==> config.mk <==
export PLATFORM = sky130hd
export DESIGN_NAME = sdram_ctrl
export DESIGN_NICKNAME = d
export VERILOG_FILES = /design/src/rtl/sdram_ctrl.sv
export SDC_FILE = /design/constraint.sdc
export NUM_CORES = 1
export LEC_CHECK = 0
export CAP_MARGIN = 10
export CORE_ASPECT_RATIO = 0.6
export CORE_MARGIN = 4
export CORE_UTILIZATION = 49
export CTS_CLUSTER_SIZE = 12
export DETAILED_ROUTE_END_ITERATION = 8
export HOLD_SLACK_MARGIN = 0.02
export PLACE_DENSITY_LB_ADDON = 0.12
export SLEW_MARGIN = 20
export SYNTH_ARGS = -nofsm -noshare
export SYNTH_HDL_FRONTEND = slang
export SYNTH_SLANG_ARGS = --single-unit
==> constraint.sdc <==
create_clock -name clk -period 4.55 [get_ports clk]
set_input_delay 0.91 -clock clk [delete_from_list [all_inputs] [get_ports clk]]
set_output_delay 0.91 -clock clk [all_outputs]
set_load 0.005 [all_outputs]
==> src/rtl/sdram_ctrl.sv <==
// sdram_ctrl: single-port SDR SDRAM controller (init, auto-refresh, BL=1 read/write with auto-precharge)
// Ports: clk/rst (async, active-high); req_valid/req_ready/req_we/req_addr{ba,row,col}/req_wdata/req_wmask
//   core request; resp_valid/resp_rdata read response; init_done sticky init flag; cke/cs/cmd{ras_n,cas_n,we_n}/
//   dqm/ba/addr/write_data/wr_en/read_data SDRAM pins.
// Optional: SDRAM_PERF_CNT_EN adds ref_cnt (post-init REF commands) and acc_cnt (accepted requests).
module sdram_ctrl #(
  parameter int CLK_MHZ   = 50,
  parameter int T_INIT_US = 200,
  parameter int T_RP_CYC  = 2,
  parameter int T_RCD_CYC = 2,
  parameter int T_RFC_CYC = 4,
  parameter int T_MRD_CYC = 2,
  parameter int T_WR_CYC  = 2,
  parameter int CAS_LAT   = 2,
  parameter int REFI_CYC  = 390
) (
  input  logic        clk,
  input  logic        rst,
  input  logic        req_valid,
  output logic        req_ready,
  input  logic        req_we,
  input  logic [23:0] req_addr,
  input  logic [15:0] req_wdata,
  input  logic [1:0]  req_wmask,
  output logic        resp_valid,
  output logic [15:0] resp_rdata,
  output logic        init_done,
  output logic        cke,
  output logic        cs,
  output logic [2:0]  cmd,
  output logic [1:0]  dqm,
  output logic [1:0]  ba,
  output logic [12:0] addr,
  output logic [15:0] write_data,
  output logic        wr_en,
  input  logic [15:0] read_data
`ifdef SDRAM_PERF_CNT_EN
  ,
  output logic [31:0] ref_cnt,
  output logic [31:0] acc_cnt
`endif
);
  localparam int INIT_CYC = T_INIT_US * CLK_MHZ;
  localparam int RD_REC = ((CAS_LAT + 1 > T_RP_CYC) ? CAS_LAT + 1 : T_RP_CYC) - 1;
  localparam logic [2:0] C_NOP = 3'b111, C_ACT = 3'b011, C_RD = 3'b101, C_WR = 3'b100;
  localparam logic [2:0] C_PRE = 3'b010, C_REF = 3'b001, C_MRS = 3'b000;
  localparam logic [12:0] MODE = {6'b0, 3'(CAS_LAT), 4'b0};
  typedef enum logic [3:0] {
    INIT_WAIT, INIT_PRE, INIT_REF1, INIT_REF2, INIT_MRS, IDLE, RFSH, ACT_WAIT, RECOVER
  } state_t;
  state_t state;
  logic [15:0] cnt, refi_cnt, wdata_q;
  logic [8:0] col_q;
  logic [1:0] wmask_q;
  logic [3:0] rd_sh;
  logic ref_pend, we_q, wrap, rdy_nxt;
  assign wrap = init_done && refi_cnt == 16'(REFI_CYC - 1);
  // ready is withheld one cycle ahead of the wrap so a request arriving on the wrap edge loses to refresh
  assign rdy_nxt = !(ref_pend || wrap || (init_done && refi_cnt == 16'(REFI_CYC - 2)));
  always_ff @(posedge clk or posedge rst) begin
    if (rst) begin
      state <= INIT_WAIT;
      cnt <= 16'(INIT_CYC);
      refi_cnt <= '0;
      ref_pend <= 1'b0;
      cke <= 1'b0;
      cs <= 1'b1;
      cmd <= C_NOP;
      dqm <= 2'b11;
      ba <= '0;
      addr <= '0;
      wr_en <= 1'b0;
      write_data <= '0;
      req_ready <= 1'b0;
      resp_valid <= 1'b0;
      resp_rdata <= '0;
      init_done <= 1'b0;
      rd_sh <= '0;
      we_q <= 1'b0;
      col_q <= '0;
      wdata_q <= '0;
      wmask_q <= '0;
    end else begin
      cke <= 1'b1;
      cs <= 1'b0;
      cmd <= C_NOP;
      dqm <= 2'b11;
      wr_en <= 1'b0;
      req_ready <= 1'b0;
      resp_valid <= 1'b0;
      rd_sh <= {rd_sh[2:0], 1'b0};
      if (init_done) refi_cnt <= wrap ? '0 : refi_cnt + 16'd1;
      // rd_sh bit k marks the cycle k after RD; read_data is valid in cycle RD+CAS_LAT
      if (rd_sh[2'(CAS_LAT)]) begin
        resp_valid <= 1'b1;
        resp_rdata <= read_data;
      end
      if (cnt != '0) cnt <= cnt - 16'd1;
      else case (state)
        INIT_WAIT: begin
          cmd <= C_PRE;
          addr <= 13'h0400;
          cnt <= 16'(T_RP_CYC);
          state <= INIT_PRE;
        end
        INIT_PRE: begin
          cmd <= C_REF;
          cnt <= 16'(T_RFC_CYC);
          state <= INIT_REF1;
        end
        INIT_REF1: begin
          cmd <= C_REF;
          cnt <= 16'(T_RFC_CYC);
          state <= INIT_REF2;
        end
        INIT_REF2: begin
          cmd <= C_MRS;
          ba <= '0;
          addr <= MODE;
          cnt <= 16'(T_MRD_CYC);
          state <= INIT_MRS;
        end
        INIT_MRS: begin
          init_done <= 1'b1;
          req_ready <= 1'b1;
          state <= IDLE;
        end
        IDLE: begin
          if (ref_pend) begin
            cmd <= C_REF;
            ref_pend <= 1'b0;
            cnt <= 16'(T_RFC_CYC);
            state <= RFSH;
          end else if (req_valid && req_ready) begin
            we_q <= req_we;
            col_q <= req_addr[8:0];
            wdata_q <= req_wdata;
            wmask_q <= req_wmask;
            cmd <= C_ACT;
            ba <= req_addr[23:22];
            addr <= req_addr[21:9];
            cnt <= 16'(T_RCD_CYC - 1);
            state <= ACT_WAIT;
          end else req_ready <= rdy_nxt;
        end
        ACT_WAIT: begin
          cmd <= we_q ? C_WR : C_RD;
          addr <= {4'b0010, col_q};
          write_data <= we_q ? wdata_q : write_data;
          wr_en <= we_q;
          dqm <= we_q ? ~wmask_q : 2'b00;
          rd_sh[0] <= !we_q;
          cnt <= we_q ? 16'(T_WR_CYC + T_RP_CYC) : 16'(RD_REC);
          state <= RECOVER;
        end
        default: begin
          req_ready <= rdy_nxt;
          state <= IDLE;
        end
      endcase
      if (wrap) ref_pend <= 1'b1;
    end
  end
`ifdef SDRAM_PERF_CNT_EN
  always_ff @(posedge clk or posedge rst) begin
    if (rst) begin
      ref_cnt <= '0;
      acc_cnt <= '0;
    end else begin
      if (state == IDLE && ref_pend) ref_cnt <= ref_cnt + 32'd1;
      if (state == IDLE && !ref_pend && req_valid && req_ready) acc_cnt <= acc_cnt + 32'd1;
    end
  end
`endif
endmodule

# Word level (Yosys, flattened, before mapping)
# Cells that the tools add are included.
[totals] register_bits=106 in_bits=62 output_inout_bits=58 elab_cells=91
[op_classes] addsub=2 eq_ne=13 muxes=32 bitwise=3 reduce_logical=23
[op_table] operator="16-bit 2-to-1 mux" count=4
[op_table] operator="16-bit case mux with 4 select lines" count=1
[op_table] operator="13-bit case mux with 4 select lines" count=1
[op_table] operator="16-bit by 9-bit == test with 1-bit output (second input constant)" count=2
[op_table] operator="13-bit 2-to-1 mux" count=2
[op_table] operator="4-bit case mux with 6 select lines" count=1
[op_table] operator="16-bit by 1-bit adder with 16-bit output (second input constant)" count=1
[op_table] operator="16-bit nonzero test" count=1
[op_table] operator="16-bit by 1-bit subtractor with 16-bit output (second input constant)" count=1
[op_table] operator="3-bit case mux with 5 select lines" count=1
[op_table] operator="4-bit by 3-bit == test with 1-bit output (second input constant)" count=3
[op_table] operator="3-bit 2-to-1 mux" count=4
[op_table] operator="4-bit AND reduction" count=3
[op_table] operator="2-bit 2-to-1 mux" count=5
[op_table] operator="1-bit 2-to-1 mux" count=9
[op_table] operator="4-bit by 2-bit == test with 1-bit output (second input constant)" count=2
[op_table] operator="4-bit 2-to-1 mux" count=2
[op_table] operator="2-bit AND reduction" count=4
[op_table] operator="2-bit inequality test (second input constant)" count=3
[op_table] operator="5-bit nonzero test" count=1
[op_table] operator="5-bit OR reduction" count=1
[op_table] operator="4-bit by 1-bit == test with 1-bit output (second input constant)" count=1
[op_table] operator="4-bit logical NOT" count=1
[op_table] operator="4-bit inequality test (second input constant)" count=1
[op_table] operator="other kinds (12)" count=18

# Depth between registers and ports, before layout
[logic_depth] depth_word=9 depth_mapped=8 mapped_depth_nobuf=6

# Worst setup path before layout
# OpenSTA, ideal clock, no wires.
[synth_path] path_type="reg-to-reg" from="reg cnt[0]" to="reg col_q[2]" setup_ns=0.128 arrival_time_ns=1.972 required_ns=4.422 setup_slack_ns=2.451 stages_incl_launch_ff=8 path_buffers=1 synth_period_minus_slack_ns=2.099 path_cell_list="dfrtp_1 inv_1 ha_1 nor3b_1 nand4_1 nor4_4 buf_4 mux2_1"
[synth_via] elab_chain_cells=3
[synth_lines] item="start, declared" line_no="52" rtl="logic [15:0] cnt, refi_cnt, wdata_q;"
[synth_lines] item="start signal, assigned" line_no="63" rtl="cnt <= 16'(INIT_CYC);"
[synth_lines] item="start signal, assigned" line_no="98" rtl="if (cnt != '0) cnt <= cnt - 16'd1;"
[synth_lines] item="start signal, assigned" line_no="103" rtl="cnt <= 16'(T_RP_CYC);"
[synth_lines] item="16-bit nonzero test" line_no="98"
[synth_lines] item="1-bit NOT (no line)"
[synth_lines] item="4-bit AND reduction (no line)"
[synth_lines] item="end signal, assigned" line_no="136" rtl="col_q <= req_addr[8:0];"
[synth_lines] item="end, declared" line_no="53" rtl="logic [8:0] col_q;"
# No other way between the ends.
# A chain may end at the register's enable or synchronous reset.

# Worst setup path in the final report
[layout_path] from="reg cnt[0]" to="reg write_data[13]"
[layout_via] elab_chain_cells=3
[layout_lines] item="16-bit nonzero test" line_no="98"
[layout_lines] item="1-bit NOT (no line)"
[layout_lines] item="3-bit AND reduction (no line)"
[layout_lines] item="end signal, assigned" line_no="149" rtl="write_data <= we_q ? wdata_q : write_data;"
[layout_lines] item="end, declared" line_no="34" rtl="output logic [15:0] write_data,"
# No other way between the ends.

==> results.toml <==
[yosys]
yosys_warnings = 0
synth_top_area_cell = "dfrtp_1"
synth_async_sr_flop_share_pct = 100
ys_seq_area_share_pct = 55.5
ys_seq_elements = 106
syn_inst = 405
synth_top_cells_by_count = "95 x dfrtp_1, 30 x mux2_1, 22 x buf_4, 22 x nand2_1, 22 x nor2_1"
avgSynthCellArea_um2 = 11.9
synthFlopType = "dfrtp_1"
synth_most_common_cell = "dfrtp_1"
post_synth_num_cell_types = 55
synth_edf_count = 0
synthTopCellsByArea = "dfrtp_1 49%, mux2_1 7.0%, dfstp_2 6.0%, mux2_2 4.2%, buf_4 3.4%"
yosysTopAreaCellShare_pct = 49.5
synthesis.area_mm2 = 0.00481

[pwr]
ir_drop_v = 0.000190
p_leak_uw = 0.00263
p_per_area_mw_per_mm2 = 377

[die]
start_util_pct = 51.4
core_mm2 = 0.00936
rows = 27
fp.dieH_um = 84.7
num_io_pins = 120
die_area_mm2 = 0.0115
die_w_um = 136

[clocking]
cts_sinks = 106
cts_buffers = 9
post_cts_buffers = 0
insertion_delay_ns = 0.34
htree_num_levels = 3
cts.repair.resized = 0
clockBufferDepth = 2
cts_tree = "built"
cts_hold_buffers = 0
clkTransAtPathRegs_ns = 0.07
cts_root_buf = "clkbuf_16"

[final_layout]
drive_above_1_share_pct = 11.8
areaGrowthSynthToFinish_pct = 25.4
nFillCells = 719
n_antenna_cell = 0
multi_input_area_mm2 = 0.00194
fin_nets = 555
instances_no_fill = 623
regArea_mm2 = 0.00267

[sta]
finalSetupViolCount = 0
timing.final.crit_share_pct = 68.5
report.final.slew_viol_count = 0
clock_skew_ns = 0.00478
setup_tns_ns = 0
tightestPinTransition_ns = 0.805
rsz0062_at_grt = "false"
hold_viol_final = 0
fin_crit_ns = 3.11
max_freq_ghz = 0.321
slew_headroom_pct = 46.4

[placed_design]
io_buffers = 86
dp.cells = 607
hpwl_um = 7140
gp_congestion = 0.826

[min_path]
hold_depth = 1
hold_end = "dqm[1]"
min_path_type = "reg2reg"
min_from = "wmask_q[1]"

[setup_path]
crit_arrival_ns = 3.33
crit_fanout = 17
crit_path_start_kind = "flip-flop"
path_class = "reg2reg"
rr_startpoint = "cnt[0]"
cp-end-kind = "flip-flop"
worst-r2r-setup-slack_ns = 1.44
worst_r2r_endpoint = "write_data[13]"
critical_path_required_ns = 4.77
reg2reg_depth = 7

[drt]
vias = 3289
drtAntennaViolNets = 0
post_drt_wl_per_cell_um = 16.0
finalWirelength_um = 9970
drc = 0
first_iter_violations = 175
first_pass_iters = 4
via_per_inst = 5.28

[global_route]
antenna_found_initial = 0
grt_max_degree = 54
grt_usage_pct = 18.5
gr-total-overflow = 0
grt_pass1_vias = 3334
grt_pass1_wl_um = 16800

[run_status]
outcome = "completed"

[flow_run]
max-cap-violations = 0
## stage by stage
| step | hold WS (ns) | instance area (µm²) | util (%) | setup WS, ns | total power, µW |
|---|---|---|---|---|---|
| 5_1_grt | 0.440 | 6030 | 64.4 | 1.15 | 2410 |
| 3_3_place_gp | 0.406 | 5720 | 61.1 | 1.49 | 1490 |
| 6_report | 0.421 | 6030 | 64.4 | 1.44 | 2270 |
| 4_1_cts | 0.420 | 6030 | 64.4 | 1.40 | 2310 |
| 2_1_floorplan | 0.384 | 4870 | - | 0.869 | 1380 |
| 3_5_place_dp | 0.401 | 5720 | 61.1 | 1.48 | 1510 |
## critical path, stage by stage (launching register included)
cell and delay (ns):
dfrtp_1 0.41, inv_1 0.10, ha_1 0.14, nor3b_1 0.38
and4_1 0.56, buf_4 0.27, and3_1 0.70, mux2_2 0.42
## cells by family after synthesis
family                   Yosys count  synth area share (%)
AO/OA/AOI/OAI                     67                  10.1
XOR/XNOR                          22                  4.01
adder cells (fa/ha/maj)            5                  1.30
buffers and inverters             50                  5.70
flip-flops                       106                  55.5
multiplexers                      50                  11.7
other                              2                 0.156
AND/OR/NAND/NOR                  103                  11.6
## report_power, final
part / internal (µW) / switching [µW] / leakage [µW]
clock: 456 / 324 / 0.000145
sequential: 1060 / 108 / 0.00134
combinational: 180 / 148 / 0.00115
total: 1690 / 581 / 0.00263
## registers in the layout, indices dropped and copies added, names as in the netlist, 2 cells and up
register    count
addr           13
ba              2
cmd             3
cnt            16
col_q           9
dqm             2
refi_cnt       16
state           4
wdata_q        16
wmask_q         2
write_data     16
## layout make-up
type                            instances  share of cell area, %
Tap cell                              130                   2.70
Inverter                               14                  0.914
Clock buffer                           12                   4.26
Clock inverter                          4                  0.831
Multi-Input combinational cell        266                   32.1
Sequential cell                       106                   44.2
Timing Repair Buffer                   91                   14.9
## layout by cell type, fill, tap and decap left out, types with 2 or more instances in the layout
| cell type | Yosys | layout |
|---|---|---|
| a211oi_1 | 3 | 3 |
| a21o_1 | 2 | 2 |
| a21oi_1 | 7 | 7 |
| a22o_1 | 3 | 3 |
| a22oi_1 | 8 | 8 |
| a31oi_1 | 3 | 3 |
| and3_1 | 4 | 4 |
| and4_1 | 2 | 2 |
| buf_4 | 22 | 5 |
| clkbuf_16 | 0 | 9 |
| clkbuf_8 | 0 | 2 |
| clkdlybuf4s50_1 | 0 | 86 |
| clkinvlp_4 | 0 | 2 |
| conb_1 | 2 | 19 |
| dfrtp_1 | 95 | 95 |
| dfstp_2 | 11 | 11 |
| ha_1 | 5 | 5 |
| inv_1 | 14 | 13 |
| mux2_1 | 30 | 30 |
| mux2_2 | 18 | 18 |
| mux2i_1 | 2 | 2 |
| nand2_1 | 22 | 22 |
| nand2b_1 | 7 | 7 |
| nand3_1 | 6 | 6 |
| nand4_1 | 9 | 9 |
| nor2_1 | 22 | 22 |
| nor2b_1 | 3 | 3 |
| nor3_1 | 14 | 14 |
| nor4_1 | 3 | 3 |
| nor4_4 | 2 | 2 |
| o21a_1 | 2 | 2 |
| o21ai_0 | 15 | 15 |
| o2bb2ai_1 | 9 | 9 |
| o311ai_0 | 3 | 3 |
| or2_2 | 2 | 2 |
| xnor2_1 | 8 | 8 |
| xor2_1 | 14 | 14 |
## worst max-delay path by stage
| stage | startpoint | to | cells after the start |
|---|---|---|---|
| 2_1_floorplan | rst | addr[0] | 1 |
| 3_3_place_gp | req_valid | addr[10] | 5 |
| 3_5_place_dp | cnt[0] | write_data[13] | 7 |
| 4_1_cts | cnt[0] | write_data[13] | 7 |
| 5_1_grt | cnt[0] | write_data[6] | 7 |
| 6_report | cnt[0] | write_data[13] | 7 |
## metal layers
metal  wire [µm]  GRT usage, %  part of all wire (%)  vias to the layer above
met2        4540          28.4                    46                       91
met4          55          3.29                  0.55                        0
met5           0             0                     0                        -
li1            -             -                     -                     1571
met1        4640          25.7                    47                     1623
met3         732          6.53                   7.3                        4
Note: power is estimated with default switching activity, not from simulation.
